[config.mk]
export PLATFORM = sky130hd
export DESIGN_NAME = lcd_panel_emu
export DESIGN_NICKNAME = d
export VERILOG_FILES = /design/src/rtl/lcd_panel_pkg.sv /design/src/rtl/lcd_fmark_gen.sv /design/src/rtl/lcd_panel_emu.sv
export SDC_FILE = /design/constraint.sdc
export NUM_CORES = 1
export LEC_CHECK = 0
export ABC_AREA = 1
export ABC_CLOCK_PERIOD_IN_PS = 4140
export CAP_MARGIN = 5
export CORE_MARGIN = 4
export CORE_UTILIZATION = 55
export DETAILED_ROUTE_END_ITERATION = 12
export PLACE_DENSITY_LB_ADDON = 0.25
export SLEW_MARGIN = 15
export SYNTH_ARGS = -nofsm -noshare
export SYNTH_HDL_FRONTEND = slang
export SYNTH_HIERARCHICAL = 1
export SYNTH_SLANG_ARGS = --single-unit
[constraint.sdc]
create_clock -name clk -period 4.14 [get_ports clk]
set_input_delay 1.035 -clock clk [delete_from_list [all_inputs] [get_ports clk]]
set_output_delay 1.035 -clock clk [all_outputs]
set_load 0.1 [all_outputs]
[src/rtl/lcd_panel_pkg.sv]
// Shared opcodes, controller state encoding and read-ID byte selection
// for the 8080-style LCD panel emulator.
`default_nettype none

package lcd_panel_pkg;

  localparam logic [7:0] CMD_SWRESET = 8'h01;
  localparam logic [7:0] CMD_RDID    = 8'h04;
  localparam logic [7:0] CMD_CASET   = 8'h2A;
  localparam logic [7:0] CMD_PASET   = 8'h2B;
  localparam logic [7:0] CMD_RAMWR   = 8'h2C;
  localparam logic [7:0] CMD_TEOFF   = 8'h34;
  localparam logic [7:0] CMD_TEON    = 8'h35;
  localparam logic [7:0] CMD_RAMWRC  = 8'h3C;

  typedef enum logic [2:0] {
    ST_IDLE  = 3'd0,
    ST_CASET = 3'd1,
    ST_PASET = 3'd2,
    ST_RAMWR = 3'd3,
    ST_RDID  = 3'd4
  } state_t;

  // Index 0 is the dummy read cycle; anything past the three ID bytes reads 0.
  function automatic logic [7:0] rdid_byte(input logic [2:0] idx, input logic [23:0] id);
    case (idx)
      3'd1:    return id[23:16];
      3'd2:    return id[15:8];
      3'd3:    return id[7:0];
      default: return 8'h00;
    endcase
  endfunction

endpackage

`default_nettype wire

[src/rtl/lcd_fmark_gen.sv]
// Free-running frame counter producing the tearing-effect (FMARK) pulse
// at the start of every frame while tearing output is enabled.
`default_nettype none

module lcd_fmark_gen #(
  parameter int FMARK_PERIOD = 833333,
  parameter int FMARK_LEN    = 64
) (
  input  logic clk,
  input  logic i_rst,
  input  logic i_te_set,
  input  logic i_te_clr,
  output logic o_fmark
);

  localparam int CW = (FMARK_PERIOD > 1) ? $clog2(FMARK_PERIOD) : 1;

  logic [CW-1:0] r_cnt;
  logic          r_te_en;

  always_ff @(posedge clk) begin
    if (i_rst) begin
      r_cnt   <= '0;
      r_te_en <= 1'b0;
    end else begin
      r_cnt <= (r_cnt == CW'(FMARK_PERIOD - 1)) ? '0 : r_cnt + CW'(1);
      if (i_te_set)
        r_te_en <= 1'b1;
      else if (i_te_clr)
        r_te_en <= 1'b0;
    end
  end

  assign o_fmark = r_te_en & (32'(r_cnt) < 32'(FMARK_LEN));

endmodule

`default_nettype wire

[src/rtl/lcd_panel_emu.sv]
// Emulates an 18-bit 8080-bus TFT controller: decodes window/RAM-write/ID
// commands and turns pixel writes into framebuffer write strobes.
`default_nettype none

module lcd_panel_emu
  import lcd_panel_pkg::*;
#(
  parameter int          WIDTH        = 480,
  parameter int          HEIGHT       = 320,
  parameter int          FMARK_PERIOD = 833333,
  parameter int          FMARK_LEN    = 64,
  parameter logic [23:0] ID_VAL       = 24'h009341
) (
  input  logic                                clk,
  input  logic                                nrst,
  input  logic [17:0]                         lcd_db_in,
  output logic [17:0]                         lcd_db_out,
  output logic                                lcd_db_oe,
  input  logic                                lcd_rs,
  input  logic                                lcd_wr,
  input  logic                                lcd_rd,
  input  logic                                lcd_cs,
  input  logic                                lcd_rst,
  output logic                                lcd_fmark,
  output logic                                lcd_id,
  output logic [$clog2(WIDTH*HEIGHT)-1:0]     fb_addr,
  output logic [15:0]                         fb_data,
  output logic                                fb_we
);

  localparam int AW = $clog2(WIDTH * HEIGHT);

  // Bus input synchroniser stage plus previous-cycle copies for edge detection.
  logic [15:0] r_db;
  logic        r_rs, r_wr, r_rd, r_cs, r_rst_n, r_wr_d, r_rd_d;
  logic        r_was_rst;

  always_ff @(posedge clk) begin
    if (!nrst) begin
      r_db    <= '0;
      r_rs    <= 1'b0;
      r_wr    <= 1'b1;
      r_rd    <= 1'b1;
      r_cs    <= 1'b1;
      r_rst_n <= 1'b0;
      r_wr_d  <= 1'b1;
      r_rd_d  <= 1'b1;
    end else begin
      r_db    <= lcd_db_in[15:0];
      r_rs    <= lcd_rs;
      r_wr    <= lcd_wr;
      r_rd    <= lcd_rd;
      r_cs    <= lcd_cs;
      r_rst_n <= lcd_rst;
      r_wr_d  <= r_wr;
      r_rd_d  <= r_rd;
    end
  end

  logic       w_rst, w_wr_evt, w_rd_evt, w_cmd, w_dat, w_soft;
  logic [7:0] w_op;

  assign w_rst    = ~nrst | ~r_rst_n;
  assign w_op     = r_db[7:0];
  assign w_wr_evt = r_wr & ~r_wr_d & ~r_cs & r_rd & ~w_rst & ~r_was_rst;
  assign w_rd_evt = ~r_rd & r_rd_d & ~r_cs & r_wr & ~w_rst;
  assign w_cmd    = w_wr_evt & ~r_rs;
  assign w_dat    = w_wr_evt & r_rs;
  assign w_soft   = w_cmd & (w_op == CMD_SWRESET);

  // A write edge landing in the first cycle out of reset is not trusted.
  always_ff @(posedge clk) r_was_rst <= w_rst;

  state_t r_state, w_state_nxt;

  always_comb begin
    w_state_nxt = r_state;
    if (w_cmd) begin
      case (w_op)
        CMD_CASET:             w_state_nxt = ST_CASET;
        CMD_PASET:             w_state_nxt = ST_PASET;
        CMD_RAMWR, CMD_RAMWRC: w_state_nxt = ST_RAMWR;
        CMD_RDID:              w_state_nxt = ST_RDID;
        default:               w_state_nxt = ST_IDLE;
      endcase
    end
  end

  always_ff @(posedge clk) begin
    if (w_rst)
      r_state <= ST_IDLE;
    else
      r_state <= w_state_nxt;
  end

  logic [15:0] r_sc, r_ec, r_sp, r_ep, r_col, r_row;
  logic [2:0]  r_pidx;
  logic        w_in_win, w_col_end, w_row_end;
  logic [31:0] w_lin;

  assign w_in_win  = (r_col < 16'(WIDTH)) && (r_row < 16'(HEIGHT));
  assign w_col_end = (r_col == r_ec) || (r_col == 16'(WIDTH - 1));
  assign w_row_end = (r_row == r_ep) || (r_row == 16'(HEIGHT - 1));
  assign w_lin     = 32'(r_row) * 32'(WIDTH) + 32'(r_col);

  always_ff @(posedge clk) begin
    if (w_rst || w_soft) begin
      r_sc   <= '0;
      r_ec   <= 16'(WIDTH - 1);
      r_sp   <= '0;
      r_ep   <= 16'(HEIGHT - 1);
      r_col  <= '0;
      r_row  <= '0;
      r_pidx <= '0;
    end else if (w_cmd) begin
      r_pidx <= '0;
      if (w_op == CMD_RAMWR) begin
        r_col <= r_sc;
        r_row <= r_sp;
      end
    end else if (w_dat) begin
      case (r_state)
        ST_CASET, ST_PASET: begin
          if (r_pidx < 3'd4) begin
            r_pidx <= r_pidx + 3'd1;
            if (r_state == ST_CASET) begin
              case (r_pidx[1:0])
                2'd0:    r_sc[15:8] <= w_op;
                2'd1:    r_sc[7:0]  <= w_op;
                2'd2:    r_ec[15:8] <= w_op;
                default: r_ec[7:0]  <= w_op;
              endcase
            end else begin
              case (r_pidx[1:0])
                2'd0:    r_sp[15:8] <= w_op;
                2'd1:    r_sp[7:0]  <= w_op;
                2'd2:    r_ep[15:8] <= w_op;
                default: r_ep[7:0]  <= w_op;
              endcase
            end
          end
        end
        ST_RAMWR: begin
          // Out-of-window pixels are dropped but still move the pointer.
          if (w_col_end) begin
            r_col <= r_sc;
            r_row <= w_row_end ? r_sp : r_row + 16'd1;
          end else begin
            r_col <= r_col + 16'd1;
          end
        end
        default: ;
      endcase
    end else if (w_rd_evt && (r_state == ST_RDID) && (r_pidx < 3'd4)) begin
      r_pidx <= r_pidx + 3'd1;
    end
  end

  logic [7:0] r_db_out;

  always_ff @(posedge clk) begin
    if (w_rst)
      r_db_out <= '0;
    else if (w_rd_evt)
      r_db_out <= (r_state == ST_RDID) ? rdid_byte(r_pidx, ID_VAL) : 8'h00;
  end

  // Two-stage pixel path: capture at the write event, strobe one cycle later.
  logic          r_px_vld, r_fb_we;
  logic [AW-1:0] r_px_addr, r_fb_addr;
  logic [15:0]   r_px_data, r_fb_data;

  always_ff @(posedge clk) begin
    if (w_rst) begin
      r_px_vld  <= 1'b0;
      r_px_addr <= '0;
      r_px_data <= '0;
      r_fb_we   <= 1'b0;
      r_fb_addr <= '0;
      r_fb_data <= '0;
    end else begin
      r_px_vld <= w_dat && (r_state == ST_RAMWR) && w_in_win;
      if (w_dat) begin
        r_px_addr <= w_lin[AW-1:0];
        r_px_data <= r_db;
      end
      r_fb_we <= r_px_vld;
      if (r_px_vld) begin
        r_fb_addr <= r_px_addr;
        r_fb_data <= r_px_data;
      end
    end
  end

  lcd_fmark_gen #(
    .FMARK_PERIOD (FMARK_PERIOD),
    .FMARK_LEN    (FMARK_LEN)
  ) u_fmark (
    .clk      (clk),
    .i_rst    (w_rst),
    .i_te_set (w_cmd & (w_op == CMD_TEON)),
    .i_te_clr (w_cmd & ((w_op == CMD_TEOFF) | (w_op == CMD_SWRESET))),
    .o_fmark  (lcd_fmark)
  );

  logic w_unused;
  assign w_unused = ^{lcd_db_in[17:16], w_lin[31:AW]};

  assign lcd_db_out = {10'd0, r_db_out};
  assign lcd_db_oe  = ~r_rd & ~r_cs & ~w_rst;
  assign lcd_id     = 1'b1;
  assign fb_we      = r_fb_we;
  assign fb_addr    = r_fb_addr;
  assign fb_data    = r_fb_data;

endmodule

`default_nettype wire

==> results by group <==
Clock network
  • Worst-Skew Late Latency: 0.53 ns
  • CTS Hold Bufs: 0
  • Clock Tree Buf Depth: 3
  • H-tree Lvls: 1
  • TritonCTS buffer count: 25
  • Clk slew on worst S/H paths: roughly 0.060 ns
  • Clk root buf: clkbuf_16
  • Clock sinks: 220
  • TritonCTS clock tree: built

Drt
  • DRT Pass-1 Iters: 6
  • DR iter-0 viols: 806
  • Vias: 10560
  • Routed Antenna Nets: 0
  • Routed wire length: 28.95 mm
  • Routed len/inst: ~14 um
  • Vias per cell: ~5.2
  • DRC viols: 0

Global routing
  • M1 GR Usage: 0.3392
  • Met3 usage: 0.03218
  • Vias in the first global route: 9933
  • Antenna violations before repair: 0
  • Global routing's busiest layer: met2
  • First-pass GRT wire length: a little under 50 mm
  • Met2 Resource Use GR: 0.3939
  • Gr ovfl total: 0
  • Largest net degree at the start of global routing: 78
  • GRT Overall Usage: 0.2402

Synth
  • Top post-synthesis cells by count: nand2_1 (413), inv_1 (236), dfxtp_1 (220)
  • Yosys top cell area share: 0.3733
  • Dominant cell type by area after synthesis: dfxtp_1
  • Post-synth EDFFs: 0
  • Ys async rst share: 0
  • Area of the mapped netlist: 0.01180 mm2
  • Post-Synthesis Cells: about 1700
  • Sequential share of the synthesized area: 0.3733
  • Avg Inst Size Synth: 7.052 um2
  • Ranking of synthesized cells by area: dfxtp_1 (37%), nand2_1 (13%), inv_1 (7.5%)
  • Seq cells post-synth: 220
  • Syn. warnings: 6
  • Cell variety after synth: 48
  • Main synth FF type: dfxtp_1
  • Most frequent cell after synthesis: nand2_1

Floorplanning
  • Site Rows: 53
  • Io pins: 81
  • Die area: 0.02386 mm2
  • Placeable Area: around 0.021 mm2
  • Initial core utilization: 0.5595
  • Die X: around 150 um
  • Die Ht: 154.5 um

Finish
  • Finished Cell Area: 0.01352 mm2
  • Util after Layout: 0.6410
  • Area delta synth->final: 14.56%
  • Share of cells above drive strength 1: 0.06847
  • Fillers: roughly 1900
  • Register area: between 0.004 and 0.005 mm2
  • Layout net count: around 1800
  • Area of the multi-input gates: 0.006126 mm2
  • Antenna diodes: 0

STA
  • Layout Skew: 0.009199 ns
  • Max-slew violation total from the final report: 0
  • Final hold violations: 0
  • Fmax: 0.2617 GHz
  • Minimum clock period: 3.821 ns
  • Rel. slew slack: 0.3357
  • Final setup viols: 0
  • Crit share post-route: 0.9231
  • Slew of the pin with the lowest slew margin: 0.9934 ns

Critical path
  • Arr. time, crit path: between 4 and 5 ns
  • WP data required: 4.57 ns
  • R2R cell count: 23
  • CP Class: flip-flop to flip-flop
  • Worst reg2reg endpoint: r_px_addr[16]
  • CP top delay family: adder cells
  • Startpoint types: flip-flop
  • WP depth: 23
  • Critical Path Start: r_row[4]
  • Reg2Reg Launch Point: r_row[4]
  • Reg-to-reg setup timing slack: 0.32 ns
  • Setup crit end kind: flip-flop
  • Slowest CP cell: fa_1
  • CP cell instances: inv_2 -> fa_1 -> fa_1 -> inv_1 -> ha_1 -> nand2_1 -> inv_1 -> nand2_1 -> nand2_1 -> a21oi_2 -> nor2_1 -> nor2_1 -> xor2_1 -> inv_1 -> ha_1 -> nand2_1 -> inv_1 -> a21oi_1 -> nand3_1 -> nand3_1 -> nand2_1 -> o21bai_1 -> inv_1
  • Crit path max fanout: 5
  • CP endpoint: r_px_addr[16]
  • Crit-path max cell delay: 0.51 ns
  • Crit path buf inv count: 6

Placement
  • Hpwl dp: 20.74 mm
  • Port buffer count: 64
  • Placed instance area: about 0.013 mm2
  • GPL Wtd Cong: 0.9760

Power and ir drop
  • P_leak: roughly 5.7 nW
  • Power per cell area: about 350 mW/mm2
  • Peak supply drop: 0.2765 mV

Status
  • Outcome: finished clean

Min path
  • HP Class: flip-flop to flip-flop
  • Worst hold path depth: 2

Job
  • Number of max-cap violations: 0
worst reg2reg max path: cells and delay by family, from the launching register on:
| family | cells | cell delay (ns) |
|---|---|---|
| xor+xnor | 1 | 0.16 |
| buf+inv | 6 | 0.33 |
| fa+ha+maj | 4 | 1.66 |
| simple gates | 9 | 0.76 |
| compound gates | 3 | 0.46 |
| flops | 1 | 0.37 |
worst min-delay path by stage:
stage               slack [ns]  startpoint             to
detailed placement        0.44    r_db[15]  r_px_data[15]
global placement          0.44    r_db[15]  r_px_data[15]
floorplan                 0.42     r_sp[1]        r_sp[1]
CTS                       0.44    r_db[15]  r_px_data[15]
global route              0.45    r_db[15]  r_px_data[15]
finish                    0.44    r_db[15]  r_px_data[15]
metal layers:
| metal | vias to the layer above | wire length (um) |
|---|---|---|
| met4 | 0 | 548 |
| li1 | 5386 | - |
| met2 | 285 | 13190 |
| met3 | 44 | 1579 |
| met5 | - | 0 |
| met1 | 4843 | 13630 |
layout make-up:
class / instances / share of cell area
sequential: 220 / 0.3260
tap: 275 / 0.02546
inverter: 246 / 0.06841
multi-input combinational: 1144 / 0.4532
timing repair buffer: 85 / 0.05961
clock inverter: 12 / 0.01712
clock buffer: 31 / 0.05017
flip-flops by register name, indices dropped and copies added, names as in the netlist, 3 cells and up:
register,cells
u_fmark/r_cnt,20
fb_addr,18
r_px_addr,18
fb_data,16
r_col,16
r_db,16
r_ec,16
r_ep,16
r_px_data,16
r_row,16
r_sc,16
r_sp,16
r_db_out,3
r_pidx,3
r_state,3
through the flow:
step | power (W) | std cells | setup slack, ns | setup TNS [ns] | hold WS [ns]
after floorplan | 0.002301 | 1685 | 0.3832 | 0 | 0.4235
after global placement | 0.002336 | 1968 | 0.1314 | 0 | 0.4367
after detailed placement | 0.002337 | 1968 | 0.08468 | 0 | 0.4351
after CTS | 0.004768 | 2011 | 0.1117 | 0 | 0.4399
after global routing | 0.004871 | 2013 | -0.02057 | -0.02057 | 0.4484
final | 0.004724 | 2013 | 0.3185 | 0 | 0.4428
layout by cell type, fill, tap and decap left out, drive strengths merged, types with 14 or more instances in the layout:
| cell | synthesis | routed |
|---|---|---|
| nand4 | 18 | 18 |
| clkbuf | 27 | 31 |
| fa | 20 | 20 |
| clkdlybuf4s50 | 0 | 62 |
| conb | 2 | 14 |
| xor2 | 28 | 28 |
| nor3 | 16 | 16 |
| o21ai | 112 | 112 |
| nand2 | 421 | 421 |
| a21oi | 167 | 167 |
| dfxtp | 220 | 220 |
| ha | 44 | 44 |
| o211ai | 18 | 18 |
| nand3 | 92 | 92 |
| inv | 244 | 244 |
| buf | 48 | 23 |
| nor2 | 141 | 141 |
kinds of logic (layout without fill, tap and decap cells):
family / after synthesis / in the layout / synth area share
AOI/OAI and AO/OA: 315 / 315 / 0.1414
buffers and inverters: 321 / 374 / 0.1138
xor gates and xnor gates: 40 / 40 / 0.02969
DFF: 220 / 220 / 0.3733
other: 2 / 14 / 0.0006365
and+or+nand+nor: 711 / 711 / 0.2607
adders and majority gates: 64 / 64 / 0.08059
power by group:
part	leakage [nW]	internal [W]	switching (W)	total (W)
Clock	0.444	0.00154	0.000894	0.00243
Sequential	1.78	0.00213	0.0000148	0.00214
Combinational	3.51	0.0000333	0.000114	0.000147
timing repair:
item	CTS	global route
setup endpoints to repair	0	4
setup buffers	0	2
resized for setup	0	11
endpoints found under the hold margin	0	0
(Power assumes the default switching activity.)
